--- src/rtl/memory_pkg.sv ---
// rtl/memory_pkg.sv - shared SRAM frame layout, writer states and size helper
package memory_pkg;

   // Frame layout in the SRAM: byte count at address 0, payload from address 1
   localparam int COUNT_ADDR     = 0;
   localparam int DATA_BASE_ADDR = 1;

   typedef enum logic [2:0] {
      IDLE,
      RECV,
      FULL,
      COMMIT,
      FINISH,
      DONE
   } wr_state_e;

   // Largest payload that fits both the address space (minus the count slot)
   // and the count word itself
   function automatic int max_bytes(input int addr_width, input int data_width);
      int addr_lim;
      int data_lim;
      addr_lim = (1 << addr_width) - 1;
      data_lim = (1 << data_width) - 1;
      return (addr_lim < data_lim) ? addr_lim : data_lim;
   endfunction

endpackage

--- src/rtl/memory_writer.sv ---
// rtl/memory_writer.sv - streaming length-prefixed frame writer into single-port SRAM
module memory_writer
   import memory_pkg::*;
#(
   parameter int DATA_WIDTH = 8,
   parameter int ADDR_WIDTH = 8
) (
   input  logic                  clk,
   input  logic                  resetn,
   input  logic                  start,
   input  logic [DATA_WIDTH-1:0] data_in,
   input  logic                  valid_in,
   input  logic                  last_in,
   output logic                  ready,
   output logic                  done,
   output logic                  overflow,
   output logic [DATA_WIDTH-1:0] count,
   output logic                  csb0,
   output logic                  web0,
   output logic [ADDR_WIDTH-1:0] addr0,
   output logic [DATA_WIDTH-1:0] din0
);

   localparam logic [DATA_WIDTH-1:0] MAX_COUNT =
      DATA_WIDTH'(max_bytes(ADDR_WIDTH, DATA_WIDTH));

   wr_state_e             state_q, state_d;
   logic                  ready_q, ready_d;
   logic                  done_q, done_d;
   logic                  overflow_q, overflow_d;
   logic [DATA_WIDTH-1:0] count_q, count_d;
   logic                  csb0_q, csb0_d;
   logic                  web0_q, web0_d;
   logic [ADDR_WIDTH-1:0] addr0_q, addr0_d;
   logic [DATA_WIDTH-1:0] din0_q, din0_d;
   logic [DATA_WIDTH-1:0] count_inc;
   logic                  accept;

   // ready_q is only ever high in RECV, so this is the RECV accept condition
   assign accept    = valid_in && ready_q;
   assign count_inc = count_q + DATA_WIDTH'(1);

   // Next-state and registered-output logic; SRAM strobes idle high unless writing
   always_comb begin
      state_d    = state_q;
      ready_d    = ready_q;
      done_d     = done_q;
      overflow_d = overflow_q;
      count_d    = count_q;
      csb0_d     = 1'b1;
      web0_d     = 1'b1;
      addr0_d    = addr0_q;
      din0_d     = din0_q;

      case (state_q)
         IDLE: begin
            if (start) begin
               count_d    = '0;
               overflow_d = 1'b0;
               ready_d    = 1'b1;
               state_d    = RECV;
            end
         end

         RECV: begin
            if (accept) begin
               csb0_d  = 1'b0;
               web0_d  = 1'b0;
               addr0_d = ADDR_WIDTH'(count_q) + ADDR_WIDTH'(DATA_BASE_ADDR);
               din0_d  = data_in;
               count_d = count_inc;
               if (last_in) begin
                  ready_d = 1'b0;
                  state_d = COMMIT;
               end else if (count_inc == MAX_COUNT) begin
                  ready_d = 1'b0;
                  state_d = FULL;
               end
            end
         end

         // Buffer exhausted: swallow beats until the frame's last one arrives
         FULL: begin
            ready_d = 1'b0;
            if (valid_in) begin
               overflow_d = 1'b1;
               if (last_in) begin
                  state_d = COMMIT;
               end
            end
         end

         COMMIT: begin
            csb0_d  = 1'b0;
            web0_d  = 1'b0;
            addr0_d = ADDR_WIDTH'(COUNT_ADDR);
            din0_d  = count_q;
            state_d = FINISH;
         end

         FINISH: begin
            done_d  = 1'b1;
            state_d = DONE;
         end

         // Hold results until start is released, so a held start cannot re-trigger
         DONE: begin
            if (!start) begin
               done_d  = 1'b0;
               state_d = IDLE;
            end
         end

         default: begin
            state_d = IDLE;
         end
      endcase
   end

   // State and output registers with asynchronous active-low reset
   always_ff @(posedge clk or negedge resetn) begin
      if (!resetn) begin
         state_q    <= IDLE;
         ready_q    <= 1'b0;
         done_q     <= 1'b0;
         overflow_q <= 1'b0;
         count_q    <= '0;
         csb0_q     <= 1'b1;
         web0_q     <= 1'b1;
         addr0_q    <= '0;
         din0_q     <= '0;
      end else begin
         state_q    <= state_d;
         ready_q    <= ready_d;
         done_q     <= done_d;
         overflow_q <= overflow_d;
         count_q    <= count_d;
         csb0_q     <= csb0_d;
         web0_q     <= web0_d;
         addr0_q    <= addr0_d;
         din0_q     <= din0_d;
      end
   end

   assign ready    = ready_q;
   assign done     = done_q;
   assign overflow = overflow_q;
   assign count    = count_q;
   assign csb0     = csb0_q;
   assign web0     = web0_q;
   assign addr0    = addr0_q;
   assign din0     = din0_q;

endmodule

--- config.mk ---
export PLATFORM = sky130hd
export DESIGN_NAME = memory_writer
export DESIGN_NICKNAME = d
export VERILOG_FILES = /design/src/rtl/memory_pkg.sv /design/src/rtl/memory_writer.sv
export SDC_FILE = /design/constraint.sdc
export NUM_CORES = 1
export LEC_CHECK = 0
export BUFFER_PORTS_ARGS = -buffer_cell sky130_fd_sc_hd__buf_2
export CAP_MARGIN = 20
export CORE_ASPECT_RATIO = 1.75
export CORE_MARGIN = 2
export CORE_UTILIZATION = 50
export DETAILED_ROUTE_END_ITERATION = 10
export PLACE_DENSITY = 0.78
export SLEW_MARGIN = 10
export SYNTH_ARGS = -nofsm -noshare
export SYNTH_HDL_FRONTEND = slang
export SYNTH_SLANG_ARGS = --single-unit
--- constraint.sdc ---
create_clock -name clk -period 2.7 [get_ports clk]
set_input_delay 0.675 -clock clk [delete_from_list [all_inputs] [get_ports clk]]
set_output_delay 0.675 -clock clk [all_outputs]
set_load 0.01 [all_outputs]
# Word-level counts from Yosys, hierarchy flattened
# Cells that the tools add are included.
[word_totals] register_bits=31 latchBits=0 mem_bits_rw=0 romBits=0 inputBits=13 wordCells=60 memories=0
[classes] n_addsub=1 n_mul=0 div=0 n_lt_le_gt_ge=0 n_eq_ne=12 n_shift=0 n_mux=26 n_bitwise=0 reduce_logical=13
[op_table] operator="8-bit one-hot mux with 2 select lines" n=3
[op_table] operator="8-bit 2-to-1 mux" n=3
[op_table] operator="3-bit 2-to-1 mux" n=7
[op_table] operator="3-bit one-hot mux with 6 select lines" n=1
[op_table] operator="2-bit inequality test, second input constant" n=5
[op_table] operator="8-bit by 1-bit adder with 8-bit output, second input constant" n=1
[op_table] operator="8-bit equality test, second input constant" n=1
[op_table] operator="1-bit 2-to-1 mux" n=8
[op_table] operator="2-bit nonzero test" n=4
[op_table] operator="3-bit by 2-bit equality test with 1-bit output, second input constant" n=2
[op_table] operator="3-bit equality test, second input constant" n=2
[op_table] operator="1-bit one-hot mux with 2 select lines" n=3
[op_table] operator="3-bit AND reduction" n=2
[op_table] operator="6-bit AND reduction" n=1
[op_table] operator="2-bit AND reduction" n=2
[op_table] operator="4-bit AND reduction" n=1
[op_table] operator="3-bit by 1-bit equality test with 1-bit output, second input constant" n=1
[op_table] operator="3-bit zero test" n=1
[op_table] operator="3-bit inequality test, second input constant" n=1
[op_table] operator="1-bit one-hot mux with 3 select lines" n=1
[op_table] operator="3-bit nonzero test" n=1
[op_table] operator="1-bit logical AND" n=1

# Logic depth before layout (Yosys ltp)
[logic_depth] ltp_word=6 ltp_mapped=6

# Worst setup path after synthesis
# Ideal clock, no wire load.
[synth_timing] kind="register to register" from="reg count_q[0] (netlist: count[0])" to="reg state_q[0]" setup_time_ps=118 arrival_time_ps=1642 required_time_ps=2582 setup_slack_ps=940 stages_incl_launch_ff=6 period_less_slack_ps=1760 path_cell_list="dfrtp_1 ha_1 nand3_2 or3_1 a211o_1 a21o_1"
[synth_via] elab_chain_len=4
[synth_lines] item="from (decl)" line_no="memory_writer.sv:31" source="logic [DATA_WIDTH-1:0] count_q, count_d;"
[synth_lines] item="from (signal assigned)" line_no="memory_writer.sv:137" source="count_q <= count_d;"
[synth_lines] item="8-bit by 1-bit adder with 8-bit output" line_no="memory_writer.sv:41" source="assign count_inc = count_q + DATA_WIDTH'(1);"
[synth_lines] item="8-bit equality test" line_no="memory_writer.sv:75" source="end else if (count_inc == MAX_COUNT) begin"
[synth_lines] item="3-bit inequality test (no source line)"
[synth_lines] item="6-bit AND reduction (no source line)"
[synth_lines] item="to (signal assigned)" line_no="memory_writer.sv:133" source="state_q <= state_d;"
[synth_lines] item="to (decl)" line_no="memory_writer.sv:27" source="wr_state_e state_q, state_d;"
# No other way between the ends.
# A chain may end at the register's enable or synchronous reset.

# Worst setup path in the final report
[layout_timing] from="reg count_q[1] (netlist: count[1])" to="reg state_q[0]"
# Same word-level chain as after synthesis.

==> reports/metrics.yaml <==
timing:
  rsz0062_at_grt: "false"
  drv_slew: 0
  worst_pin_slew_ps: 687.0
  tns_ps: 0
  max_freq_ghz: 0.5280
  fin_crit_sh_pct: 70.15
  finalHoldViolCount: 0
  fin_skew_ps: 4.545
  slew_headroom_pct: 54.20
  setup_viol_count_final: 0
  min_period_ps: 1894
worst_setup_path:
  reg2reg_from: "count[1]$_DFFE_PN0P_"
  startpoint_type: "flip-flop"
  critPathRequiredTime_ps: 2880
  crit_type: "reg2reg"
  cp.arrival_ps: 2070
  crit_start: "count[1]$_DFFE_PN0P_"
  worst_setup_path_end_kind: "flip-flop"
  rr_worst_depth: 5
  cp_max_fo: 8
synthesis:
  ys_types: 44
  synth_ff_type: "dfrtp_1"
  synth_edf_count: 0
  synth_top_area_cell: "dfrtp_1"
  ys_ff_latch: 31
  synth.area.top_cells: "dfrtp_1, nand2_1, o21ai_0"
  synth_commonest_cells: "dfrtp_1, nand2_1, nor2_1"
  synth_most_common_cell: "dfrtp_1"
  syn-num-nets: 197
  synthCells: 182
  netlist_area_um2: 1635
  async_flop_share_pct: 100.0
  synth_top_area_share_pct: 45.91
  synth_warnings: 0
  synth.avg_cell_area_um2: 8.985
  seq_area_frac_synth_pct: 47.51
cts:
  clock_sinks: 31
  cts_resized: 0
  clk_path_buf_depth: 2
  cts_made_buffers: 5
  cts-htree-levels: 2
  clk_pin_slew_worst_paths_ps: 60
  clk_latency_ps: 290
  postCtsSetupBuffers: 0
  cts-root-buf: "clkbuf_8"
  hold_buffers: 0
  cts_tree: "done"
layout:
  nFillCells: 306
  final_nets: 234
  seq_area_um2: 777.0
  fin_util_pct: 61.49
  multi_input_area_um2: 769.5
  layout-drive-gt1-share_pct: 26.36
  num_antenna_cells: 0
  areaGrowthSynthToFinish_pct: 18.13
die:
  initial_core_util_pct: 52.05
  io_pins: 42
  die_w_um: 47.23
  die_y_um: 79.66
  design.core.area_um2: 3142
  fp.dieArea_um2: 3762
  std_cell_rows: 27
hold_path:
  hp-class: "in2async"
place:
  hpwl_mm: 2.560
  routabilityCongestion: 0.7930
  portBuffers: 41
global_route:
  grt_pass1_vias: 1328
  grt_pass1_wl_mm: 5.885
  antenna_found_initial: 0
  grt-ovfl-total: 0
  track_usage_pct: 21.30
  grt_max_degree: 32
outcome:
  status: "finished, final reports clean"
route:
  drc_errors: 0
  viasPerCell: 5.487
  routed_wl_mm: 3.581
  wire_per_inst_um: 13.62
  drtIter0Drc: 17
  vias: 1443
  ant_nets: 0
  first_pass_iters: 4
flow_run:
  drv_cap: 0
power_and_ir_drop:
  pwr_density_cell_nw_per_um2: 1018
  ir_drop_uv: 648.1
  leakagePower_nw: 0.9595
==> final timing paths <==
path | to | slack (ps)
max in group asynchronous | din0[0]$_DFFE_PN0P_ | 1830
worst min-delay path | addr0[6]$_DFFE_PN0P_ | 430
worst max register to register | state_q[0]$_DFFE_PN0P_ | 810
worst min register to register | addr0[7]$_DFFE_PN0P_ | 490
worst max-delay path | state_q[0]$_DFFE_PN0P_ | 810
min in group clk | addr0[7]$_DFFE_PN0P_ | 490
==> power breakdown <==
group | internal [mW] | switching (mW) | total, mW | leakage [nW]
Clock | 0.232 | 0.168 | 0.400 | 0.0515
Sequential | 0.614 | 0.153 | 0.767 | 0.398
Combinational | 0.324 | 0.475 | 0.799 | 0.510
Total | 1.17 | 0.795 | 1.97 | 0.960
==> worst max-delay path, cell delays in order, from the launching register on <==
cell and delay, ps:
dfrtp_1 500, ha_1 300, nand3_2 150, or3_1 360, a211o_1 310, a21o_1 180
==> state kept, by name, summed over array words and instances (netlist names) <==
signal,count
addr0,8
count,8
din0,8
done,1
overflow,1
ready,1
state_q,3
web0,1
==> placed cells by master (no fill, tap or decap), drive strengths merged, types with 2 or more instances in the layout <==
| master | instances |
|---|---|
| nand3 | 8 |
| nand2b | 3 |
| nor2 | 18 |
| nand2 | 24 |
| nor2b | 4 |
| xnor2 | 3 |
| a21oi | 10 |
| or3 | 5 |
| o21ai | 17 |
| clkbuf | 8 |
| a31oi | 8 |
| or2 | 2 |
| ha | 2 |
| dfrtp | 30 |
| nor3 | 6 |
| a21o | 5 |
| inv | 5 |
| buf | 42 |
| and3 | 3 |
==> final cells by class <==
| cell class | instances | share of cell area (%) |
|---|---|---|
| tap | 43 | 2.785 |
| multi-input combinational | 134 | 39.83 |
| sequential | 31 | 40.22 |
| inverter | 5 | 0.9715 |
| timing repair buffer | 42 | 11.01 |
| clock buffer | 8 | 5.181 |
==> logic make-up (layout without fill, tap and decap cells) <==
kind of cell	count (synthesis)	in the layout	synth area share, %
simple gates	78	78	24.71
compound gates	49	49	18.06
buf+inv	17	55	5.432
mux	1	1	0.6121
xor+xnor	4	4	2.143
flops	31	31	47.51
fa+ha+maj	2	2	1.530
==> metrics by stage <==
stage                     cells  hold slack (ps)  worst slack, ps  area (µm²)  total power [mW]
after CTS                   263            450.8            806.2        1932             1.975
after global placement      255            458.8            733.2        1832             1.553
after global routing        263            495.6            701.0        1932             2.118
final                       263            427.3            805.9        1932             1.966
after floorplan             182            379.4            939.7        1635             1.351
after detailed placement    255            467.1            702.0        1832             1.577
==> metal layers <==
metal / global-route usage [%] / share of wire (%) / vias up
met4: 9.722 / 1.8 / 0
met1: 25.44 / 40 / 685
met5: 0 / 0 / -
met3: 4.977 / 4.3 / 8
li1: - / - / 711
met2: 34.46 / 53 / 39
No activity file was read; power rests on OpenSTA's default activity.
